### src/rtl/seg7_capture.sv
// seg7_capture
// Receive side of the multiplexed 7-segment scanner. Watches the scanned
// active-low anode/segment buses, waits for each digit's dwell to settle,
// decodes the glyph back to a hex nibble and keeps per-digit value, valid
// and error registers.
//
// Build option:
//   SEG7_CAPTURE_SYNC_EN - when defined, an and seg pass through 2-flop
//   synchronizers before sampling (+2 cycles latency). Leave undefined for
//   same-clock loopback, where the ports are sampled directly.
module seg7_capture #(
  parameter int NUM_DIGITS     = 8,
  parameter int STABLE_CYCLES  = 4,
  parameter int TIMEOUT_CYCLES = 1048576
) (
  input  logic                          clk,
  input  logic                          rst,
  input  logic [NUM_DIGITS-1:0]         an,
  input  logic [6:0]                    seg,
  output logic [4*NUM_DIGITS-1:0]       digits,
  output logic [NUM_DIGITS-1:0]         digit_valid,
  output logic [NUM_DIGITS-1:0]         digit_err,
  output logic                          update,
  output logic [$clog2(NUM_DIGITS)-1:0] update_idx
);

  localparam int IW = $clog2(NUM_DIGITS);
  localparam int SW = NUM_DIGITS + 7;
  // Run counter is 8 bits wide: STABLE_CYCLES never exceeds 255.
  localparam int RW = 8;
  localparam int AW = $clog2(TIMEOUT_CYCLES + 1);

  localparam logic [RW-1:0] RUN_MAX = RW'(STABLE_CYCLES);
  localparam logic [AW-1:0] AGE_MAX = AW'(TIMEOUT_CYCLES);

  // --------------------------------------------------------------------------
  // Input conditioning
  // --------------------------------------------------------------------------
  logic [NUM_DIGITS-1:0] an_s;
  logic [6:0]            seg_s;

`ifdef SEG7_CAPTURE_SYNC_EN
  logic [NUM_DIGITS-1:0] an_meta, an_sync;
  logic [6:0]            seg_meta, seg_sync;

  // Two-flop synchronizers for pins driven from an unrelated clock domain.
  // NOTE: every flop here, including the synchronizer stages, is cleared by
  // reset so a dwell in progress at reset cannot leak through after release.
  always_ff @(posedge clk or posedge rst) begin
    if (rst) begin
      an_meta  <= '0;
      an_sync  <= '0;
      seg_meta <= '0;
      seg_sync <= '0;
    end else begin
      an_meta  <= an;
      an_sync  <= an_meta;
      seg_meta <= seg;
      seg_sync <= seg_meta;
    end
  end

  assign an_s  = an_sync;
  assign seg_s = seg_sync;
`else
  assign an_s  = an;
  assign seg_s = seg;
`endif

  // Active-high views of the sampled buses.
  logic [NUM_DIGITS-1:0] an_ah;
  logic [6:0]            seg_ah;
  logic [SW-1:0]         s;
  logic                  qual;

  assign an_ah  = ~an_s;
  assign seg_ah = ~seg_s;
  assign s      = {an_ah, seg_ah};

  // A sample counts only when exactly one digit is selected.
  assign qual = (an_ah != '0) && ((an_ah & (an_ah - 1'b1)) == '0);

  // --------------------------------------------------------------------------
  // Selected-digit index and glyph decode
  // --------------------------------------------------------------------------
  logic [IW-1:0] sel_idx;

  // Convert the one-hot anode into a binary digit index.
  // NOTE: assign a default before any conditional write in combinational
  // logic; otherwise the unassigned paths infer a latch.
  always_comb begin
    sel_idx = '0;
    for (int i = 0; i < NUM_DIGITS; i++) begin
      if (an_ah[i]) sel_idx = IW'(i);
    end
  end

  // Returns {recognised, nibble} for an active-high gfedcba pattern.
  function automatic logic [4:0] decode_glyph(input logic [6:0] g);
    logic [4:0] r;
    r = 5'b0_0000;
    case (g)
      7'h3F: r = 5'h10;
      7'h06: r = 5'h11;
      7'h5B: r = 5'h12;
      7'h4F: r = 5'h13;
      7'h66: r = 5'h14;
      7'h6D: r = 5'h15;
      7'h7D: r = 5'h16;
      7'h07: r = 5'h17;
      7'h7F: r = 5'h18;
      7'h6F: r = 5'h19;
      7'h77: r = 5'h1A;
      7'h7C: r = 5'h1B;
      7'h39: r = 5'h1C;
      7'h5E: r = 5'h1D;
      7'h79: r = 5'h1E;
      7'h71: r = 5'h1F;
      default: r = 5'h00;
    endcase
    return r;
  endfunction

  logic [4:0] glyph;
  logic       glyph_hit;
  logic [3:0] glyph_nib;
  logic       glyph_blank;

  assign glyph       = decode_glyph(seg_ah);
  assign glyph_hit   = glyph[4];
  assign glyph_nib   = glyph[3:0];
  assign glyph_blank = (seg_ah == 7'h00);

  // --------------------------------------------------------------------------
  // Run counter: IDLE (0), SETTLE (1..STABLE-1), HELD (STABLE)
  // --------------------------------------------------------------------------
  logic [RW-1:0] run_q, run_next;
  logic [SW-1:0] prev_s;
  logic          capture;

  // Next run length and the single capture strobe of a dwell.
  always_comb begin
    run_next = '0;
    capture  = 1'b0;
    if (qual) begin
      if (run_q == '0 || s != prev_s) begin
        run_next = RW'(1);
      end else if (run_q != RUN_MAX) begin
        run_next = run_q + 1'b1;
      end else begin
        run_next = run_q;
      end
      // Only the transition into HELD captures; staying in HELD does not.
      capture = (run_next == RUN_MAX) && (run_q != RUN_MAX);
    end
  end

  // Run length and previous sample registers.
  // NOTE: sequential state uses non-blocking assignments so every flop sees
  // the pre-edge value of every other flop.
  always_ff @(posedge clk or posedge rst) begin
    if (rst) begin
      run_q  <= '0;
      prev_s <= '0;
    end else begin
      run_q  <= run_next;
      prev_s <= s;
    end
  end

  // --------------------------------------------------------------------------
  // Per-digit value/valid/error and age registers
  // --------------------------------------------------------------------------
  logic [AW-1:0] age_q [NUM_DIGITS];

  // Capture writes the selected digit; otherwise each age counter runs and
  // drops valid when it reaches the timeout. Capture takes priority.
  always_ff @(posedge clk or posedge rst) begin
    if (rst) begin
      digits      <= '0;
      digit_valid <= '0;
      digit_err   <= '0;
      for (int i = 0; i < NUM_DIGITS; i++) age_q[i] <= '0;
    end else begin
      for (int i = 0; i < NUM_DIGITS; i++) begin
        if (capture && sel_idx == IW'(i)) begin
          age_q[i] <= '0;
          if (glyph_hit) begin
            digits[4*i +: 4] <= glyph_nib;
            digit_valid[i]   <= 1'b1;
            digit_err[i]     <= 1'b0;
          end else begin
            digit_valid[i] <= 1'b0;
            digit_err[i]   <= !glyph_blank;
          end
        end else if (age_q[i] != AGE_MAX) begin
          age_q[i] <= age_q[i] + 1'b1;
          if (age_q[i] == AGE_MAX - 1'b1) digit_valid[i] <= 1'b0;
        end
      end
    end
  end

  // One-cycle update pulse tagged with the written digit.
  always_ff @(posedge clk or posedge rst) begin
    if (rst) begin
      update     <= 1'b0;
      update_idx <= '0;
    end else begin
      update <= capture;
      if (capture) update_idx <= sel_idx;
    end
  end

endmodule
### config.mk
export PLATFORM = sky130hd
export DESIGN_NAME = seg7_capture
export DESIGN_NICKNAME = d
export VERILOG_FILES = /design/src/rtl/seg7_capture.sv
export SDC_FILE = /design/constraint.sdc
export NUM_CORES = 1
export LEC_CHECK = 0
export ABC_AREA = 1
export CAP_MARGIN = 20
export CORE_ASPECT_RATIO = 1.2
export CORE_UTILIZATION = 60
export CTS_BUF_LIST = sky130_fd_sc_hd__clkbuf_4 sky130_fd_sc_hd__clkbuf_8
export DETAILED_ROUTE_END_ITERATION = 8
export PLACE_DENSITY = 0.8
export SKIP_CTS_REPAIR_TIMING = 1
export SYNTH_ARGS = -nofsm -noshare
export SYNTH_HDL_FRONTEND = slang
export SYNTH_SLANG_ARGS = --single-unit
### constraint.sdc
create_clock -name clk -period 13.3 [get_ports clk]
set_clock_uncertainty 0.1 [all_clocks]
set_input_delay 2.66 -clock clk [delete_from_list [all_inputs] [get_ports clk]]
set_output_delay 2.66 -clock clk [all_outputs]
set_load 0.005 [all_outputs]
==> impl_results.md, run 1 <==
* Mapped Area at between 10000 and 15000 um2
* Die ar. at approximately 24000 um2
* Min Tclk post-route at about 5.3 ns
* Final setup vio count at 0
* LEAKAGE at roughly 8.3 nW
* ANT cells at 0
* Synth Area in Adders at 1.627%
* Post-Syn Area per Cell at approximately 7.3 um2
* Setup crit start kind: input port
* Starting Density at 61.46%
* First-pass GRT wire length at between 50000 and 60000 um
* Xor/xnor share of the synthesized area at 2.911%
* Register area share after synthesis at 43.93%
* Total track usage at between 20% and 30%
* Worst setup EP type: register
* Htree depth at 2
* F_max at about 190 MHz
* Synthesis-to-layout area growth at 12.50%
* Drt total wl at between 30000 and 40000 um
* I/O pin total at 69
* Hold depth at 2
* Yosys warning count at 0
* Vias in the first global route at roughly 12000
* Arr. time, crit path at 5.63 ns
* Unrepaired setup endpoints after global routing: false
* WS Path Type: in2reg
* Total chip power at about 1.5 mW
* Leading area contributor after synthesis: dfrtp_1
* Worst-path maximum fanout at 32
* Rows at 60
* Clock Latency Late Sink at around 0.56 ns
* Wirelength per Cell at between 10 and 15 um
* Setup_tns at 0 ns
* Simple-gate portion of the synthesized area at 35.17%
* FF+latch count, synth at around 240
* Worst slew margin at between 30% and 40%
* Max Cap Violations at 0
* Tcrit/Tclk final at between 30% and 40%
* Clock Path Buffers at 3
* Detailed placement HPWL at 22820 um
* FF-to-FF path depth at 15
* Via count at between 10000 and 15000
* Worst min-delay path class: reg2reg
* Clock root buffer: clkbuf_8
* CTS Buf Count at 42
* DRT iter0 DRCs at slightly below 600
* Yosys cell types at 39
* CTS tree: built
* Number of fill cells in the layout at 1885
* Nets at just over 2000
* Worst-Margin Slew at 0.9876 ns
* Max IR drop VDD at 0.08551 mV
* Multi-input gate area at slightly above 6000 um2
* Die Ht at approximately 170 um
* Clock sink count at approximately 240
* Required time of the critical path at about 14 ns
* Main combinational cell family by area after synthesis: simple AND/OR/NAND/NOR gates
* Clk slew on worst S/H paths at around 0.06 ns
* Compound-Gate Fraction of Synth Area at between 4 and 5%
* Post-DRT Antenna Nets at 0
* Grt ovf at 0
* Die extent in x at between 100 and 150 um
* Fin. Hold Viols at 0
* FF+latch area at approximately 6000 um2
* Top post-synthesis cells by area: dfrtp_1 44%, nand2_1 13%, inv_1 8.7%
* Post-detailed-route via-to-cell ratio at 5.325
* Largest net degree at the start of global routing at about 100
* Mapped Cells at 1886
* Power per cell area at slightly below 100 nW/um2
* Status: finished, final reports clean
* Residual DRC count at 0
* Synth top area share at ~44%
* Final core occ at between 60% and 70%
* Port Buf Inserts at 68
* Syn nets at between 1500 and 2000
* CORE AREA at 22520 um2
* Initial antenna violation count at 0
* First-pass iteration count of the detailed router at 5
* Mux cell area share after synthesis at 0%
* Layout cells sized above 1 at between 10% and 20%
* Placer congestion estimate at approximately 0.91
* Final Max Slew Viols at 0
-- cells by family after synthesis --
| family | Yosys count |
|---|---|
| AOI/OAI and AO/OA | 101 |
| adders and majority gates | 18 |
| buffers and inverters | 425 |
| DFF | 243 |
| xor gates and xnor gates | 46 |
| and+or+nand+nor | 1053 |
-- registers in the layout, indices dropped and copies added, names as in the netlist --
register     cells
age_q          168
digit_err        8
digit_valid      8
digits          32
prev_s          15
run_q            8
update           1
update_idx       3
-- cell usage after synthesis (all sizes together) --
cell type and instances:
a21oi 20, a31o 1, a31oi 1, buf 21
clkbuf 3, clkinv 1, dfrtp 243, ha 18
inv 400, nand2 476, nand3 198, nand3b 20
nand4 75, nor2 181, nor3 44, nor4 32
nor4b 1, o2111ai 1, o211ai 2, o21a 1
o21ai 65, o21bai 2, o22ai 2, o31ai 6
or2 24, or3 2, xnor2 13, xor2 33
-- critical path, cell delays in order --
cell	delay, ns
clkdlybuf4s50_1	0.62
inv_1	0.11
nand2_1	0.16
inv_1	0.06
a21oi_1	0.19
o211ai_1	0.12
nor2_1	0.14
nand2_1	0.58
nor2_1	0.78
nand2_1	0.13
nand2_1	0.08
-- through the flow --
stage,setup WS (ns),area [um2],hold slack [ns],instances
final,8.032,15570,0.3739,2283
after global routing,7.726,15570,0.3993,2283
after CTS,8.102,15570,0.3768,2283
after detailed placement,7.504,14700,0.3618,2211
after global placement,7.625,14700,0.3564,2211
after floorplan,3.867,13840,0.3654,1886
-- layout by cell type, fill, tap and decap left out, types with 11 or more instances in the layout --
cell type and instances:
nor2_4 11, nor2_1 165, xnor2_1 13, inv_1 318, dfrtp_1 243, a21oi_1 20, clkbuf_4 11, clkbuf_8 55
nand4_1 75, xor2_1 33, nand3b_1 14, nor3_1 42, or2_2 24, o21ai_0 56, nor4_1 32, ha_1 18
inv_2 81, nand2_1 467, clkdlybuf4s50_1 68, nand3_1 188
-- cell type report --
cell class              instances  share of cell area, %
inverters                     401                  9.714
well taps                     279                  2.242
clock inverters                 6                 0.2250
clock buffers                  66                  5.391
flip-flops and latches        243                  39.05
multi-input cells            1218                  38.91
repair buffers                 70                  4.467
-- report_power, final --
part	switching (mW)	internal, mW	leakage, nW
clock	0.309	0.399	0.462
sequential	0.00135	0.742	3.14
combinational	0.0369	0.0111	4.75
-- worst paths after layout --
check,start,end,slack (ns)
max reg2reg,run_q[0]$_DFF_PP0_,age_q[20]$_DFFE_PP0P_,10.22
max,seg[4],digit_err[5]$_DFFE_PP0N_,8.03
min reg2reg,digits[10]$_DFFE_PP0P_,digits[10]$_DFFE_PP0P_,0.37
max in group asynchronous,rst,digit_valid[4]$_DFFE_PP0P_,9.10
min,digits[10]$_DFFE_PP0P_,digits[10]$_DFFE_PP0P_,0.37
min in group asynchronous,rst,age_q[127]$_DFFE_PP0P_,2.54
-- metal layers --
metal  global-route usage [%]  wire [um]
met1                    34.58      13200
met2                    48.43      15410
met3                    5.916       1993
met4                    10.96       1032
met5                        0          0
(Power assumes the default switching activity.)
==> run 2: changes to the inputs <==
==> constraint.sdc (replaced) <==
create_clock -name clk -period 5.2 [get_ports clk]
set_clock_uncertainty 0.1 [all_clocks]
set_input_delay 1.04 -clock clk [delete_from_list [all_inputs] [get_ports clk]]
set_output_delay 1.04 -clock clk [all_outputs]
set_load 0.005 [all_outputs]
==> impl_results.md, run 2 (synthesis gave the netlist of run 1 again) <==
* Status: finished, final reports clean
* Starting Density at 61.46% (unchanged)
* ANT cells at 0 (unchanged)
* First-pass GRT wire length at 53310 um (-1.8%)
* Nets at 2013 (+0.099%)
* Final Max Slew Viols at 0 (unchanged)
* Worst slew margin at 39.49% (+5.5 points)
* CTS Buf Count at 42 (unchanged)
* Met3 usage in global routing at 4.323% (-1.6 points)
* Worst setup EP type: register
* Fin cells at 2281 (-0.088%)
* Max reg flops at 168 (unchanged)
* Commonest non-fill, non-tap cell in the layout: nand2_1
* Total track usage at 27.51% (-0.63 points)
* Clock sink count at 243 (unchanged)
* LEAKAGE at 8.364 nW (+0.19%)
* Clock Path Buffers at 3 (unchanged)
* Clk slew on worst S/H paths at 0.06 ns (about the same)
* Unrepaired setup endpoints after global routing: false
* Residual DRC count at 0 (unchanged)
* Top reg by flops: age_q
* Setup crit start kind: input port
* F_max at roughly 280 MHz
* Routing usage on met1 at 33.82% (-0.76 points)
* Setup_tns at 0 ns (unchanged)
* Fin. Hold Viols at 0 (unchanged)
* Grt ovf at 0 (unchanged)
* Max IR drop VDD at 0.3489 mV (+310%)
* Layout cells sized above 1 at 11.34% (-0.088 points)
* Detailed placement HPWL at 22140 um (-2.9%)
* Clock root buffer: clkbuf_8
* Most frequent cells in the layout: 467 x nand2_1, 318 x inv_1, 243 x dfrtp_1
* GRT met2 Usage at 48.41% (about the same)
* Clock Latency Late Sink at 0.56 ns (about the same)
* Gr busiest metal: met2
* WS Path Type: in2reg
* Worst-path maximum fanout at 22 (-31%)
* Max Cap Violations at 0 (unchanged)
* Die ar. at 23680 um2 (unchanged)
* Wirelength per Cell at 13.54 um (-2.3%)
* Min Tclk post-route at approximately 3.6 ns
* DRT iter0 DRCs at 794 (+34%)
* CORE AREA at 22520 um2 (unchanged)
* Largest net degree at the start of global routing at 104 (+3.0%)
* Post-detailed-route via-to-cell ratio at 5.287 (-0.71%)
* Place WS at 1.033 ns (-6.471 ns)
* Die Ht at 168.4 um (unchanged)
* First-pass iteration count of the detailed router at 7 (+2)
* Port Buf Inserts at 68 (unchanged)
* Worst-Margin Slew at 0.9067 ns (-0.08084 ns)
* Die extent in x at 140.7 um (unchanged)
* Power per cell area at 250.0 nW/um2 (+160%)
* Htree depth at 2 (unchanged)
* Tcrit/Tclk final at 69.19%
* Rows at 60 (unchanged)
* CTS tree: built
* Drt total wl at 30870 um (-2.4%)
* Via count at 12060 (-0.80%)
* I/O pin total at 69 (unchanged)
* Synthesis-to-layout area growth at 13.00%
* Initial antenna violation count at 0 (unchanged)
* Top flop regs: age_q x168, digits x32, prev_s x15
* Worst min-delay path class: reg2reg
* Placed cell count at 2212 (+0.045%)
* Final setup vio count at 0 (unchanged)
* Placer congestion estimate at 0.8991 (-1.6%)
* Vias in the first global route at 11850 (+0.44%)
* Post-DRT Antenna Nets at 0 (unchanged)
* Final worst slack at 1.602 ns (-6.430 ns)
* Required time of the critical path at 5.54 ns (-8.12 ns)
* Arr. time, crit path at 3.94 ns (-1.69 ns)
run 2: final timing paths:
| kind | start | endpoint | slack [ns] | cells after the start |
|---|---|---|---|---|
| setup / recovery | seg[4] | age_q[20]$_DFFE_PP0P_ | 1.60 | 14 |
| hold / removal | digits[30]$_DFFE_PP0P_ | digits[30]$_DFFE_PP0P_ | 0.38 | 2 |
| setup reg to reg | run_q[0]$_DFF_PP0_ | age_q[20]$_DFFE_PP0P_ | 2.01 | 15 |
| hold reg to reg | digits[30]$_DFFE_PP0P_ | digits[30]$_DFFE_PP0P_ | 0.38 | 2 |
| max in group asynchronous | rst | age_q[69]$_DFFE_PP0P_ | 3.45 | 3 |
| min in group asynchronous | rst | age_q[123]$_DFFE_PP0P_ | 0.71 | 2 |
run 2: power by group:
| group | internal [mW] | total, mW | switching [mW] | leakage (nW) |
|---|---|---|---|---|
| clock | 1.10 | 1.88 | 0.779 | 0.460 |
| sequential | 1.90 | 1.90 | 0.00346 | 3.14 |
| combinational | 0.0325 | 0.127 | 0.0944 | 4.76 |
run 2: per-stage QoR:
stage | hold WS (ns) | area, um2 | utilization [%] | power, mW
floorplan | 0.3654 | 13850 | - | 2.016
global placement | 0.3563 | 14730 | 65.39 | 2.062
detailed placement | 0.3657 | 14730 | 65.39 | 2.063
CTS | 0.3813 | 15620 | 69.36 | 3.957
global route | 0.4043 | 15640 | 69.45 | 4.050
finish | 0.3762 | 15640 | 69.45 | 3.911
run 2: cell type report:
type / instances / area (um2)
Sequential cell: 243 / 6081
Clock inverter: 11 / 166.4
Timing Repair Buffer: 72 / 748.2
Tap cell: 279 / 349.1
Inverter: 401 / 1509
Clock buffer: 57 / 728.2
Fill cell: 1868 / 6880
Multi-Input combinational cell: 1218 / 6060
run 2: worst max-delay path, stage by stage:
cell	delay [ns]
clkdlybuf4s50_1	0.62
nor2_1	0.10
nor2_2	0.13
nand2_1	0.06
nor2_1	0.09
nand3_1	0.13
nor2_4	0.17
nand2_2	0.09
nor2_4	0.11
nand3_2	0.10
nor2_4	0.37
nand2_1	0.59
nand3b_1	0.26
inv_1	0.05
run 2: metal layers:
metal / vias up / part of all wire [%]
met2: 281 / 49
met1: 5599 / 41
met5: - / 0
li1: 6109 / -
met4: 0 / 3.3
met3: 71 / 6.1
